<file path="src/rtl/fpaddsub_pipe.sv">
// rtl/fpaddsub_pipe.sv - three-stage pipelined IEEE-754 add/subtract with tag and exception flags
// Stages: S1 unpack/classify/swap/align, S2 significand add/sub, S3 normalise/round/pack.
// Ports: clk, rst_n (async active-low); in_valid/in_ready, a, b, sub, rmode, in_tag (request);
//        out_valid/out_ready, out, out_tag, out_flags {NV,OF,UF,NX} (response).
// Build option: FPADDSUB_FLAGS_EN enables the flag logic; otherwise out_flags is tied to zero.
module fpaddsub_pipe #(
    parameter int EXP_BIT = 8,
    parameter int MAN_BIT = 23,
    parameter int TAG_BIT = 4,
    parameter int N_BIT   = 1 + EXP_BIT + MAN_BIT
) (
    input  logic               clk,
    input  logic               rst_n,
    input  logic               in_valid,
    output logic               in_ready,
    input  logic [N_BIT-1:0]   a,
    input  logic [N_BIT-1:0]   b,
    input  logic               sub,
    input  logic [1:0]         rmode,
    input  logic [TAG_BIT-1:0] in_tag,
    output logic               out_valid,
    input  logic               out_ready,
    output logic [N_BIT-1:0]   out,
    output logic [TAG_BIT-1:0] out_tag,
    output logic [3:0]         out_flags
);
    // Significand with hidden bit plus guard/round/sticky.
    localparam int SW  = MAN_BIT + 4;
    localparam int LZW = $clog2(MAN_BIT + 5) + 1;
    localparam int XW  = (EXP_BIT + 2 > LZW) ? EXP_BIT + 2 : LZW;
    localparam logic [EXP_BIT-1:0] EMAX  = {EXP_BIT{1'b1}};
    localparam logic [EXP_BIT-1:0] EONE  = {{(EXP_BIT-1){1'b0}}, 1'b1};
    localparam logic [XW-1:0]      ONE_X = {{(XW-1){1'b0}}, 1'b1};
    localparam logic [XW-1:0]      EMAX_X = {{(XW-EXP_BIT){1'b0}}, EMAX};
    localparam logic [N_BIT-1:0]   QNAN = {1'b0, EMAX, 1'b1, {(MAN_BIT-1){1'b0}}};

    // Handshake chain: a stage accepts when empty or when its content moves on.
    logic v1_q, v2_q, out_valid_q;
    logic rdy1, rdy2, rdy3;
    assign rdy3      = !out_valid_q | out_ready;
    assign rdy2      = !v2_q | rdy3;
    assign rdy1      = !v1_q | rdy2;
    assign in_ready  = rdy1;
    assign out_valid = out_valid_q;

    // ---------------- S1: unpack, classify, swap, align ----------------
    logic               sa, sb;
    logic [EXP_BIT-1:0] ea, eb;
    logic [MAN_BIT-1:0] fa, fb;
    assign sa = a[N_BIT-1];
    assign sb = b[N_BIT-1] ^ sub;
    assign ea = a[N_BIT-2:MAN_BIT];
    assign eb = b[N_BIT-2:MAN_BIT];
    assign fa = a[MAN_BIT-1:0];
    assign fb = b[MAN_BIT-1:0];

    logic a_nan, b_nan, a_inf, b_inf;
    assign a_nan = (ea == EMAX) &  (|fa);
    assign b_nan = (eb == EMAX) &  (|fb);
    assign a_inf = (ea == EMAX) & ~(|fa);
    assign b_inf = (eb == EMAX) & ~(|fb);

    logic               swap, s_big;
    logic [EXP_BIT-1:0] e_big, e_sml, eb_eff, es_eff, diff;
    logic [MAN_BIT-1:0] f_big, f_sml;
    logic [SW-1:0]      m_big, m_sml, m_sml_al;
    logic [XW-1:0]      diff_x, sh_amt;
    logic [2*SW-1:0]    wide;
    assign swap   = b[N_BIT-2:0] > a[N_BIT-2:0];
    assign s_big  = swap ? sb : sa;
    assign e_big  = swap ? eb : ea;
    assign e_sml  = swap ? ea : eb;
    assign f_big  = swap ? fb : fa;
    assign f_sml  = swap ? fa : fb;
    // Subnormals use exponent 1 with a zero hidden bit.
    assign eb_eff = (e_big == '0) ? EONE : e_big;
    assign es_eff = (e_sml == '0) ? EONE : e_sml;
    assign m_big  = {(e_big != '0), f_big, 3'b000};
    assign m_sml  = {(e_sml != '0), f_sml, 3'b000};
    assign diff   = eb_eff - es_eff;
    assign diff_x = {{(XW-EXP_BIT){1'b0}}, diff};
    assign sh_amt = (diff_x > XW'(SW)) ? XW'(SW) : diff_x;
    // Bits shifted out land in the lower half and are jammed into the sticky bit.
    assign wide     = {m_sml, {SW{1'b0}}} >> sh_amt;
    assign m_sml_al = wide[2*SW-1:SW] | {{(SW-1){1'b0}}, |wide[SW-1:0]};

    logic             spec_d;
    logic [N_BIT-1:0] spec_res_d;
    always_comb begin
        spec_d     = 1'b1;
        spec_res_d = QNAN;
        if (a_nan | b_nan) begin
            spec_res_d = QNAN;
        end else if (a_inf & b_inf & (sa ^ sb)) begin
            spec_res_d = QNAN;
        end else if (a_inf) begin
            spec_res_d = {sa, EMAX, {MAN_BIT{1'b0}}};
        end else if (b_inf) begin
            spec_res_d = {sb, EMAX, {MAN_BIT{1'b0}}};
        end else begin
            spec_d = 1'b0;
        end
    end

    logic [TAG_BIT-1:0] s1_tag_q;
    logic [1:0]         s1_rm_q;
    logic               s1_spec_q, s1_sign_q, s1_esub_q;
    logic [N_BIT-1:0]   s1_spec_res_q;
    logic [EXP_BIT-1:0] s1_exp_q;
    logic [SW-1:0]      s1_ma_q, s1_mb_q;

    // ---------------- S2: effective add / subtract ----------------
    logic [SW:0]        sum_d;
    assign sum_d = s1_esub_q ? ({1'b0, s1_ma_q} - {1'b0, s1_mb_q})
                             : ({1'b0, s1_ma_q} + {1'b0, s1_mb_q});

    logic [TAG_BIT-1:0] s2_tag_q;
    logic [1:0]         s2_rm_q;
    logic               s2_spec_q, s2_sign_q, s2_esub_q;
    logic [N_BIT-1:0]   s2_spec_res_q;
    logic [EXP_BIT-1:0] s2_exp_q;
    logic [SW:0]        s2_sum_q;

    always_ff @(posedge clk) begin
        if (rdy1 & in_valid) begin
            s1_tag_q      <= in_tag;
            s1_rm_q       <= rmode;
            s1_spec_q     <= spec_d;
            s1_spec_res_q <= spec_res_d;
            s1_sign_q     <= s_big;
            s1_esub_q     <= sa ^ sb;
            s1_exp_q      <= eb_eff;
            s1_ma_q       <= m_big;
            s1_mb_q       <= m_sml_al;
        end
        if (rdy2 & v1_q) begin
            s2_tag_q      <= s1_tag_q;
            s2_rm_q       <= s1_rm_q;
            s2_spec_q     <= s1_spec_q;
            s2_spec_res_q <= s1_spec_res_q;
            s2_sign_q     <= s1_sign_q;
            s2_esub_q     <= s1_esub_q;
            s2_exp_q      <= s1_exp_q;
            s2_sum_q      <= sum_d;
        end
    end

    // ---------------- S3: normalise, round, pack ----------------
    logic [XW-1:0]      lzc, exp_x, nsh, exp_n, exp_r;
    logic [SW-1:0]      norm;
    logic               inexact, rup, hid, ovf, zero;
    logic [MAN_BIT+1:0] mant;
    logic [MAN_BIT-1:0] frac;
    logic [N_BIT-1:0]   res_d;

    always_comb begin
        lzc = XW'(SW);
        for (int i = 0; i < SW; i++) begin
            if (s2_sum_q[i]) lzc = XW'(SW - 1 - i);
        end
    end

    assign exp_x = {{(XW-EXP_BIT){1'b0}}, s2_exp_q};
    assign zero  = (s2_sum_q == '0);

    always_comb begin
        nsh = '0;
        if (s2_sum_q[SW]) begin
            norm  = {s2_sum_q[SW:2], s2_sum_q[1] | s2_sum_q[0]};
            exp_n = exp_x + ONE_X;
        end else begin
            // Left shift stops at exponent 1, which yields a subnormal.
            nsh   = (lzc < exp_x - ONE_X) ? lzc : exp_x - ONE_X;
            norm  = s2_sum_q[SW-1:0] << nsh;
            exp_n = exp_x - nsh;
        end
    end

    assign inexact = norm[2] | norm[1] | norm[0];
    always_comb begin
        case (s2_rm_q)
            2'b00:   rup = norm[2] & (norm[1] | norm[0] | norm[3]);
            2'b01:   rup = 1'b0;
            2'b10:   rup = inexact & s2_sign_q;
            default: rup = inexact & ~s2_sign_q;
        endcase
    end

    assign mant  = {1'b0, norm[SW-1:3]} + {{(MAN_BIT+1){1'b0}}, rup};
    assign hid   = mant[MAN_BIT+1] | mant[MAN_BIT];
    assign exp_r = mant[MAN_BIT+1] ? exp_n + ONE_X : exp_n;
    assign frac  = mant[MAN_BIT+1] ? mant[MAN_BIT:1] : mant[MAN_BIT-1:0];
    assign ovf   = hid & (exp_r >= EMAX_X);

    always_comb begin
        res_d = {s2_sign_q, (hid ? exp_r[EXP_BIT-1:0] : {EXP_BIT{1'b0}}), frac};
        if (s2_spec_q) begin
            res_d = s2_spec_res_q;
        end else if (zero) begin
            // Cancellation gives +0 except when rounding toward -inf.
            res_d = {(s2_esub_q ? (s2_rm_q == 2'b10) : s2_sign_q), {(N_BIT-1){1'b0}}};
        end else if (ovf) begin
            case ({s2_rm_q, s2_sign_q})
                3'b010, 3'b011, 3'b100, 3'b111:
                    res_d = {s2_sign_q, EMAX - EONE, {MAN_BIT{1'b1}}};
                default:
                    res_d = {s2_sign_q, EMAX, {MAN_BIT{1'b0}}};
            endcase
        end
    end

    logic [N_BIT-1:0]   out_q;
    logic [TAG_BIT-1:0] out_tag_q;
    assign out     = out_q;
    assign out_tag = out_tag_q;

    always_ff @(posedge clk or negedge rst_n) begin
        if (!rst_n) begin
            v1_q        <= 1'b0;
            v2_q        <= 1'b0;
            out_valid_q <= 1'b0;
            out_q       <= '0;
            out_tag_q   <= '0;
        end else begin
            if (rdy1) v1_q <= in_valid;
            if (rdy2) v2_q <= v1_q;
            if (rdy3) begin
                out_valid_q <= v2_q;
                if (v2_q) begin
                    out_q     <= res_d;
                    out_tag_q <= s2_tag_q;
                end
            end
        end
    end

`ifdef FPADDSUB_FLAGS_EN
    logic spec_nv_d, s1_nv_q, s2_nv_q;
    logic [3:0] flags_d, out_flags_q;
    // Quiet NaNs have the mantissa MSB set; only signalling NaNs raise NV.
    assign spec_nv_d = (a_nan | b_nan) ? ((a_nan & ~fa[MAN_BIT-1]) | (b_nan & ~fb[MAN_BIT-1]))
                                       : (a_inf & b_inf & (sa ^ sb));
    always_comb begin
        flags_d = {2'b00, ~hid & inexact, inexact};
        if (s2_spec_q)  flags_d = {s2_nv_q, 3'b000};
        else if (zero)  flags_d = 4'b0000;
        else if (ovf)   flags_d = 4'b0101;
    end
    always_ff @(posedge clk) begin
        if (rdy1 & in_valid) s1_nv_q <= spec_nv_d;
        if (rdy2 & v1_q)     s2_nv_q <= s1_nv_q;
    end
    always_ff @(posedge clk or negedge rst_n) begin
        if (!rst_n)           out_flags_q <= 4'b0000;
        else if (rdy3 & v2_q) out_flags_q <= flags_d;
    end
    assign out_flags = out_flags_q;
`else
    assign out_flags = 4'b0000;
`endif
endmodule
</file>
<file path="config.mk">
export PLATFORM = sky130hd
export DESIGN_NAME = fpaddsub_pipe
export DESIGN_NICKNAME = d
export VERILOG_FILES = /design/src/rtl/fpaddsub_pipe.sv
export SDC_FILE = /design/constraint.sdc
export NUM_CORES = 1
export LEC_CHECK = 0
export BUFFER_PORTS_ARGS = -buffer_cell sky130_fd_sc_hd__buf_2
export CAP_MARGIN = 30
export CORE_UTILIZATION = 50
export DETAILED_ROUTE_END_ITERATION = 12
export HOLD_SLACK_MARGIN = 0.06
export PLACE_DENSITY = 0.74
export RECOVER_POWER = 50
export SYNTH_ARGS = -nofsm -noshare
export SYNTH_HDL_FRONTEND = slang
export SYNTH_SLANG_ARGS = --single-unit
</file>
<file path="constraint.sdc">
create_clock -name clk -period 8.47 [get_ports clk]
set_clock_uncertainty 0.05 [all_clocks]
set_input_delay 0.847 -clock clk [delete_from_list [all_inputs] [get_ports clk]]
set_output_delay 0.847 -clock clk [all_outputs]
set_load 0.03 [all_outputs]
</file>
**Yosys cells after proc, flatten, opt, wreduce, memory -nomap -nowiden**

Index checks and enable logic that the tools add are counted.

- Latch bits: 0
- Memory bits (read-only): 0
- Memories kept: 0
- Output and inout port bits: 42
- Memory bits (writable): 0
- Input bits: 75
- Register bits after elaboration: 216
- Logic and storage cells: 140

- Mux-type cells: 51
- Div/mod/pow operators: 0
- Bitwise operators: 28
- Add/sub/neg operators: 8
- Shifts and indexed selects: 2
- Reductions and logical operators: 16
- Equal/unequal tests: 8
- Magnitude comparators: 4
- Multiply operators: 0

Operators with widths:

| kind | number |
|---|---|
| $mux 10 | 29 |
| $mux 32 | 4 |
| $mux 23 | 3 |
| $shr 54x8->54 | 1 |
| $mux 8 | 6 |
| $reduce_or 23->1 | 2 |
| $gt 31x31->1 | 1 |
| $mux 31 | 1 |
| $add 27x27->28 | 1 |
| $logic_not 28->1 | 1 |
| $mux 28 | 1 |
| $sub 27x27->28 | 1 |
| $mux 27 | 1 |
| $or 27x1->27 | 1 |
| $reduce_or 27->1 | 1 |
| $shl 27x10->27 | 1 |
| $add 24x1->25 | 1 |
| $mux 24 | 1 |
| $eq 8x8->1 const B | 2 |
| $logic_not 8->1 | 2 |
| $reduce_bool 8->1 | 2 |
| $and 1x1->1 | 12 |
| $add 10x1->10 const B | 1 |
| $ge 10x8->1 const B | 1 |
| other kinds (21) | 40 |

**Logic depth before layout (Yosys ltp)**

Gate-level depths: netlist of the first run.

- Depth in word-level cells: 42
- Depth in mapped cells: 44
- Mapped depth without buffers: 38

**Worst setup path after synthesis of the first run**

No wires, ideal clock.

- Path type: input -> register
- Start point: in a[1]
- End point: reg s1_mb_q[0] (data pin)
- Data arrival time: 8.310 ns
- Buffers on the path: 6
- Setup slack: -0.150 ns
- Stages on the path: 42
- Setup time: 0.261 ns
- Cell sequence: inv_1 ha_1 nor2b_1 o21a_1 o21a_1 o21a_1 o21a_1 o21a_1 o21ai_0 a21oi_1 o21a_1 buf_1 buf_1 clkbuf_1 o21ai_0 and4b_1 inv_1 nand2_1 (+6 left out) a21oi_1 o21ai_0 a21oi_1 xnor2_1 nor3_1 o211ai_1 buf_1 clkbuf_1 clkbuf_1 mux4_2 nand2_1 o21ai_0 nor2_1 nor2_1 a21oi_1 nand4_1 o32a_1 a221o_1

- Word-level cells in the longest chain between the ends: 10

RTL lines:

| element | line | RTL |
|---|---|---|
| from (decl) | 16 | `input logic [N_BIT-1:0] a,` |
| $gt 31x31->1 * | 69 | `assign swap = b[N_BIT-2:0] > a[N_BIT-2:0];` |
| $mux 8 * | 71 | `assign e_big = swap ? eb : ea;` |
| $logic_not 8->1 | 76 | `assign eb_eff = (e_big == '0) ? EONE : e_big;` |
| $mux 8 * | 76 |  |
| named net eb_eff[1] | 64 | `logic [EXP_BIT-1:0] e_big, e_sml, eb_eff, es_eff, diff;` |
| $sub 8x8->8 * | 80 | `assign diff = eb_eff - es_eff;` |
| $gt 8x5->1 | 82 | `assign sh_amt = (diff_x > XW'(SW)) ? XW'(SW) : diff_x;` |
| $mux 8 * | 82 |  |
| $shr 54x8->54 * | 84 | `assign wide = {m_sml, {SW{1'b0}}} >> sh_amt;` |
| $reduce_or 27->1 | 85 | `assign m_sml_al = wide[2*SW-1:SW] \| {{(SW-1){1'b0}}, \|wide[SW-1:0]};` |
| $or 27x1->27 * | 85 |  |
| named net m_sml_al[0] | 66 | `logic [SW-1:0] m_big, m_sml, m_sml_al;` |
| to (signal assigned) | 134 | `s1_mb_q <= m_sml_al;` |
| to (decl) | 110 | `logic [SW-1:0] s1_ma_q, s1_mb_q;` |

The timed path passes the listed nets; every way through them passes the cells marked *.
A chain may end at the register's enable or synchronous reset.

**Final worst setup path of the first run**

Same ends and word-level chain as after synthesis.

==> results of run 1 <==
## worst paths after layout
path | end | startpoint | slack [ps] | cells past startpoint
setup / recovery | s1_mb_q[0] | a[1] | 630 | 39
hold / removal | s2_tag_q[1] | s1_tag_q[1] | 380 | 0
setup reg to reg | out[13] | s2_sum_q[19] | 710 | 27
hold reg to reg | s2_tag_q[1] | s1_tag_q[1] | 380 | 0
max in group asynchronous | v1_q | rst_n | 6260 | 1
min in group asynchronous | out[19] | rst_n | 920 | 1
## registers in the layout, indices dropped and copies added (netlist names)
register	count
s1_ma_q	24
out_valid	1
s1_exp_q	8
out	32
s1_spec_q	1
s2_sum_q	28
s2_esub_q	1
s2_tag_q	4
s2_rm_q	2
s1_spec_res_q	2
s1_tag_q	4
s2_spec_q	1
v2_q	1
s2_exp_q	8
s1_esub_q	1
s2_spec_res_q	2
s1_mb_q	27
out_tag	4
s2_sign_q	1
s1_rm_q	2
v1_q	1
s1_sign_q	1
## through the flow
stage | area (um2) | hold WS [ps] | utilization [%]
5_1_grt | 16400 | 382 | 56.7
3_3_place_gp | 15900 | 352 | 54.8
4_1_cts | 16500 | 375 | 57.0
3_5_place_dp | 15900 | 355 | 54.9
2_1_floorplan | 14800 | 350 | -
6_report | 16400 | 375 | 56.7
## cell usage after synthesis, types with 6 or more instances
master    number
nand2_1      162
nor2_1       162
edfxtp_1     117
inv_1        114
mux2i_1      110
a21oi_1      109
ha_1         101
o21ai_0       83
clkbuf_1      51
xnor2_1       46
dfrtp_1       39
nand3_1       39
nor3_1        27
a21o_1        26
nor4_1        24
xor2_1        24
a31oi_1       21
mux4_2        21
o211ai_1      21
nand2b_1      19
and2_1        18
o21ai_1       17
nand4_1       16
o22ai_1       16
or3_1         16
a211oi_1      15
mux2_2        15
nor2b_1       14
o31ai_1       13
o21a_1        12
a22oi_1       11
and3_1        11
o21bai_1      11
a221oi_1      10
buf_1         10
buf_4          9
a211o_1        8
a221o_1        7
o31ai_2        7
a21boi_0       6
a222oi_1       6
## routing by layer
metal / vias up / share of wire (%)
li1: 6471 / -
met1: 6481 / 41
met2: 550 / 48
met3: 125 / 4.8
met4: 0 / 5.3
met5: - / 0
## placed cells by master, fill, tap and decap left out, types with 21 or more instances in the layout
| cell type | n |
|---|---|
| a21o_1 | 26 |
| a21oi_1 | 109 |
| a31oi_1 | 21 |
| buf_2 | 72 |
| buf_4 | 36 |
| clkbuf_1 | 43 |
| dfrtp_1 | 39 |
| edfxtp_1 | 117 |
| ha_1 | 101 |
| inv_1 | 114 |
| mux2i_1 | 110 |
| mux4_2 | 21 |
| nand2_1 | 162 |
| nand3_1 | 39 |
| nor2_1 | 162 |
| nor3_1 | 26 |
| nor4_1 | 24 |
| o211ai_1 | 21 |
| o21ai_0 | 81 |
| xnor2_1 | 46 |
| xor2_1 | 24 |
## final cells by class
cell class,count,area share [%]
Tap cell,384,2.93
Clock buffer,17,2.59
Timing Repair Buffer,154,5.19
Inverter,116,2.65
Multi-Input combinational cell,1340,58.2
Clock inverter,15,1.09
Sequential cell,156,27.3
## critical path: cells and delay by family
| family | cells | cell delay, ps |
|---|---|---|
| compound gates | 17 | 3460 |
| simple gates | 9 | 1400 |
| buf+inv | 7 | 770 |
| mux | 2 | 530 |
| fa+ha+maj | 3 | 880 |
| xor+xnor | 1 | 90 |
## report_power, final
part / switching [uW] / internal (uW)
Combinational: 1200 / 707
Sequential: 141 / 996
Clock: 348 / 421
## logic make-up (layout without fill, tap and decap cells)
logic type,count (synthesis),after routing,synth area share [%]
flip-flops,156,156,30.3
AO/OA/AOI/OAI,459,459,20.8
AND/OR/NAND/NOR,549,549,17.9
other,1,4,0.0253
multiplexers,154,154,12.5
XOR/XNOR,70,70,4.13
buffers and inverters,197,302,5.52
adder cells (fa/ha/maj),104,104,8.93
## timing repair
action                     CTS  global route
setup endpoints to repair    0             7
gates resized for setup      0             2
hold buffers                 0             0
==> flow_metrics.py, run 1 <==
metrics = {
    "clock_tree": {
        "cts-root-buf": "clkbuf_16",
        "clock_sinks": 156,
        "clk_pin_slew_ps": 70,
        "clkLatencyLatePin_ps": 430,
        "clock_path_buffers": 2,
        "numCtsBuffers": 17,
        "cts_max_level": 4,
        "post_cts_buffers": 0,
        "tritoncts": "yes",
    },
    "detailed_routing": {
        "vias": 13600,
        "drt_iter0_drc": 1268,
        "wl_per_cell_um": 19.8,
        "drt-total-wl_um": 43200,
        "dr.pass1.iters": 9,
        "drt-vias-per-instance": 6.25,
        "drc": 0,
        "detail-route-antenna-nets": 0,
    },
    "logic_synthesis": {
        "synthCells": 1690,
        "synth.avg_cell_area_um2": 8.78,
        "synth_edf_count": 117,
        "async_flop_share_pct": 25.0,
        "yosysSeqAreaShare_pct": 30.3,
        "synth_seq_cells": 156,
        "yosysUniqueCellTypes": 100,
        "netlist_top_cells_area": "edfxtp_1 24%, ha_1 8.5%, mux2i_1 7.4%",
        "yosysWarnings": 0,
        "synth_top_area_cell": "edfxtp_1",
        "netlist_area_mm2": 0.0148,
        "synth_top_area_share_pct": 23.7,
        "synth-main-ff-cell": "edfxtp_1",
    },
    "worst_hold_path": {
        "min_path_type": "reg -> reg",
    },
    "finish": {
        "n_antenna_cell": 0,
        "drive_above_1_share_pct": 11.9,
        "seq_area_mm2": 0.00449,
        "syn2layout_area_growth_pct": 10.7,
        "layoutNonFillerInstCount": 2182,
        "multi_input_area_mm2": 0.00955,
        "fillCellCount": 2599,
        "finalNetCount": 1964,
    },
    "power_and_ir_drop": {
        "p_total_uw": 3810,
        "pwr_density_cell_mw_per_mm2": 232,
        "ir_drop_mv": 0.164,
        "p_leak_uw": 0.00696,
    },
    "sta": {
        "worstMarginPinSlew_ps": 3630,
        "max_freq_mhz": 128,
        "hold_viol": 0,
        "fin_crit_sh_pct": 92.6,
        "final.setup.tns_ps": 0,
        "period_minus_slack_ps": 7840,
        "setup_viol": 0,
        "slew_headroom_pct": -142,
        "rsz0062_at_grt": "false",
        "setup_ws_ps": 628,
        "drv_slew": 195,
    },
    "outcome": {
        "status": "finished, violations left",
        "violations": "max-capacitance violations, max-slew violations",
    },
    "placement": {
        "pre_cts_ws_ps": 250,
        "placedCellCount": 2150,
        "io_buffers": 112,
        "routabilityCongestion": 0.996,
        "hpwl_um": 33400,
    },
    "floorplan": {
        "die_x_um": 174,
        "core_mm2": 0.0289,
        "start_util_pct": 51.3,
        "io_pins": 117,
        "die_area_mm2": 0.0304,
        "rows": 62,
        "fp.dieH_um": 174,
    },
    "global_routing": {
        "grt_util_met3_pct": 3.04,
        "grt_pass1_vias": 13300,
        "grt_usage_pct": 28.7,
        "busiest_layer": "met2",
        "grt_start_max_net_pins": 71,
        "grt_pass1_wl_um": 69900,
        "grt_util_met2_pct": 49.4,
        "antenna_found_initial": 0,
        "overflow": 0,
        "grtUsageMet1_pct": 35.5,
    },
    "worst_setup_path": {
        "start_kind": "primary input",
        "critPathMaxStageDelay_ps": 420,
        "path_class": "in -> reg",
        "critPathArrivalTime_ps": 7960,
        "cp.required_ps": 8590,
        "crit_path_max_fanout": 25,
        "crit_path_end_kind": "flip-flop",
        "critical-path-slowest-cell": "nor2_1",
        "critical_path.most_common_cell": "o21a_1",
    },
    "flow_run": {
        "drv_cap": 4,
    },
}
(Power assumes the default switching activity.)
==> inputs of run 2 (changes only) <==
- CORE_ASPECT_RATIO: default -> 0.75
==> flow_metrics.py, run 2 (synthesized netlist as in run 1, its figures left out) <==
metrics = {
    "placement": {
        "io_buffers": 112,
        "placedCellCount": 2158,
        "pre_cts_ws_ps": 108,
        "hpwl_um": 35400,
        "routabilityCongestion": 1.00,
    },
    "finish": {
        "syn2layout_area_growth_pct": 10.7,
        "largest_reg_flops": 32,
        "finalNetCount": 1966,
        "drive_above_1_share_pct": 12.0,
        "final_util_pct": 56.4,
        "mostFrequentLayoutCells": "162 x nor2_1, 162 x nand2_1, 117 x edfxtp_1",
        "layoutNonFillerInstCount": 2193,
    },
    "sta": {
        "setup_ws_ps": 413,
        "drv_slew": 180,
        "setup_viol": 0,
        "period_minus_slack_ps": 8060,
        "worstMarginPinSlew_ps": 3870,
        "fin_crit_sh_pct": 95.1,
        "max_freq_mhz": 124,
        "hold_viol": 0,
        "slew_headroom_pct": -158,
    },
    "global_routing": {
        "grt_start_max_net_pins": 71,
        "antenna_found_initial": 2,
        "overflow": 0,
        "grt_pass1_vias": 12400,
        "grt_usage_pct": 29.7,
        "grt_pass1_wl_um": 70100,
    },
    "worst_setup_path": {
        "r2r-end": "out[14]",
        "r2r_slack_ps": 410,
        "crit_path_end_kind": "flip-flop",
        "crit_path_max_fanout": 23,
        "r2r_cells": 23,
        "cp.required_ps": 8680,
        "start_kind": "flip-flop",
        "critPathArrivalTime_ps": 8270,
        "timing.rr.start": "s2_sum_q[20]",
        "path_class": "reg -> reg",
    },
    "floorplan": {
        "rows": 54,
        "io_pins": 117,
        "start_util_pct": 50.9,
        "die_area_mm2": 0.0304,
        "core_mm2": 0.0291,
        "die_x_um": 201,
        "fp.dieH_um": 151,
    },
    "outcome": {
        "status": "finished, violations left",
        "violations": "max-capacitance violations, max-slew violations",
    },
    "worst_hold_path": {
        "min-delay-start": "s1_sign_q",
        "min_path_type": "reg -> reg",
        "min_delay_path_depth": 0,
        "hold_end": "s2_sign_q",
    },
    "power_and_ir_drop": {
        "p_total_uw": 3870,
        "pwr_density_cell_mw_per_mm2": 236,
        "p_leak_uw": 0.00696,
        "ir_drop_mv": 0.125,
    },
    "detailed_routing": {
        "drt_iter0_drc": 1673,
        "vias": 13900,
        "drc": 0,
        "dr.pass1.iters": 6,
        "drt-vias-per-instance": 6.34,
        "drt-total-wl_um": 45700,
        "detail-route-antenna-nets": 0,
        "wl_per_cell_um": 20.9,
    },
    "clock_tree": {
        "clock_path_buffers": 2,
        "cts_max_level": 4,
        "clk_pin_slew_ps": 70,
        "holdBufCountCts": 0,
        "numCtsBuffers": 17,
        "clkLatencyLatePin_ps": 440,
        "tritoncts": "yes",
        "clock_sinks": 156,
        "cts-root-buf": "clkbuf_16",
    },
    "flow_run": {
        "drv_cap": 4,
    },
}
-- run 2: cell types whose count changed in the layout (fill, tap and decap cells not counted), moves of 2 or more --
cell	delta
buf_12	-3
buf_4	+3
clkinv_8	-4
inv_8	+3
o21ai_0	-2
o21ai_1	+3
-- run 2: power by group --
part / switching (uW) / leakage [uW] / internal, uW / total (uW)
Sequential: 131 / 0.00160 / 996 / 1130
Clock: 352 / 0.000299 / 448 / 800
Combinational: 1240 / 0.00507 / 710 / 1950
-- run 2: how the worst max path moves through the flow --
stage / slack (ps) / cells after the start / end / from
2_1_floorplan: 60 / 42 / s1_mb_q[0] / a[1]
3_3_place_gp: 420 / 38 / s1_mb_q[0] / a[1]
3_5_place_dp: 110 / 38 / s1_mb_q[0] / a[1]
4_1_cts: 540 / 38 / s1_mb_q[0] / a[1]
5_1_grt: -2 / 38 / s1_mb_q[0] / a[1]
6_report: 410 / 23 / out[14] / s2_sum_q[20]
-- run 2: critical path, stage by stage, from the launching register on --
cell and delay, ps:
edfxtp_1 560, nor4_1 670, nand3_1 330, a21oi_1 270, ha_1 290, a21o_1 180
a211o_1 330, nor2_1 190, nor3_1 80, o211ai_1 710, buf_4 480, mux2i_1 280
mux2_1 440, mux2i_1 240, a21oi_1 170, or4b_4 640, nor4_4 410, nand3b_1 260
mux2i_1 350, buf_4 230, a21boi_0 90, a31oi_1 210, or2_2 310, a32oi_1 100
-- run 2: layout make-up --
class | count | area, um2
flip-flops and latches | 156 | 4490
fillers | 2656 | 12700
clock buffers | 18 | 429
clock inverters | 14 | 174
diodes | 1 | 2.50
well taps | 392 | 490
inverters | 116 | 435
repair buffers | 156 | 852
multi-input cells | 1340 | 9550
-- run 2: per-stage QoR --
stage               instance area [um2]  hold slack, ps  TNS [ps]
finish                            16400             370         0
floorplan                         14800             350         0
global route                      16400             377     -1.80
CTS                               16500             372         0
global placement                  15800             350         0
detailed placement                15900             355         0
-- run 2: what timing repair did --
action	CTS	global route
gates resized for setup	0	8
endpoints found under the setup margin	0	14
setup buffers	0	1
-- run 2: metal layers --
metal | share of wire (%) | track usage [%] | wire length, um
met1 | 48 | 45.4 | 22100
met2 | 41 | 42.8 | 18800
met3 | 8.9 | 5.12 | 4060
met4 | 1.7 | 7.56 | 765
met5 | 0 | 0 | 0
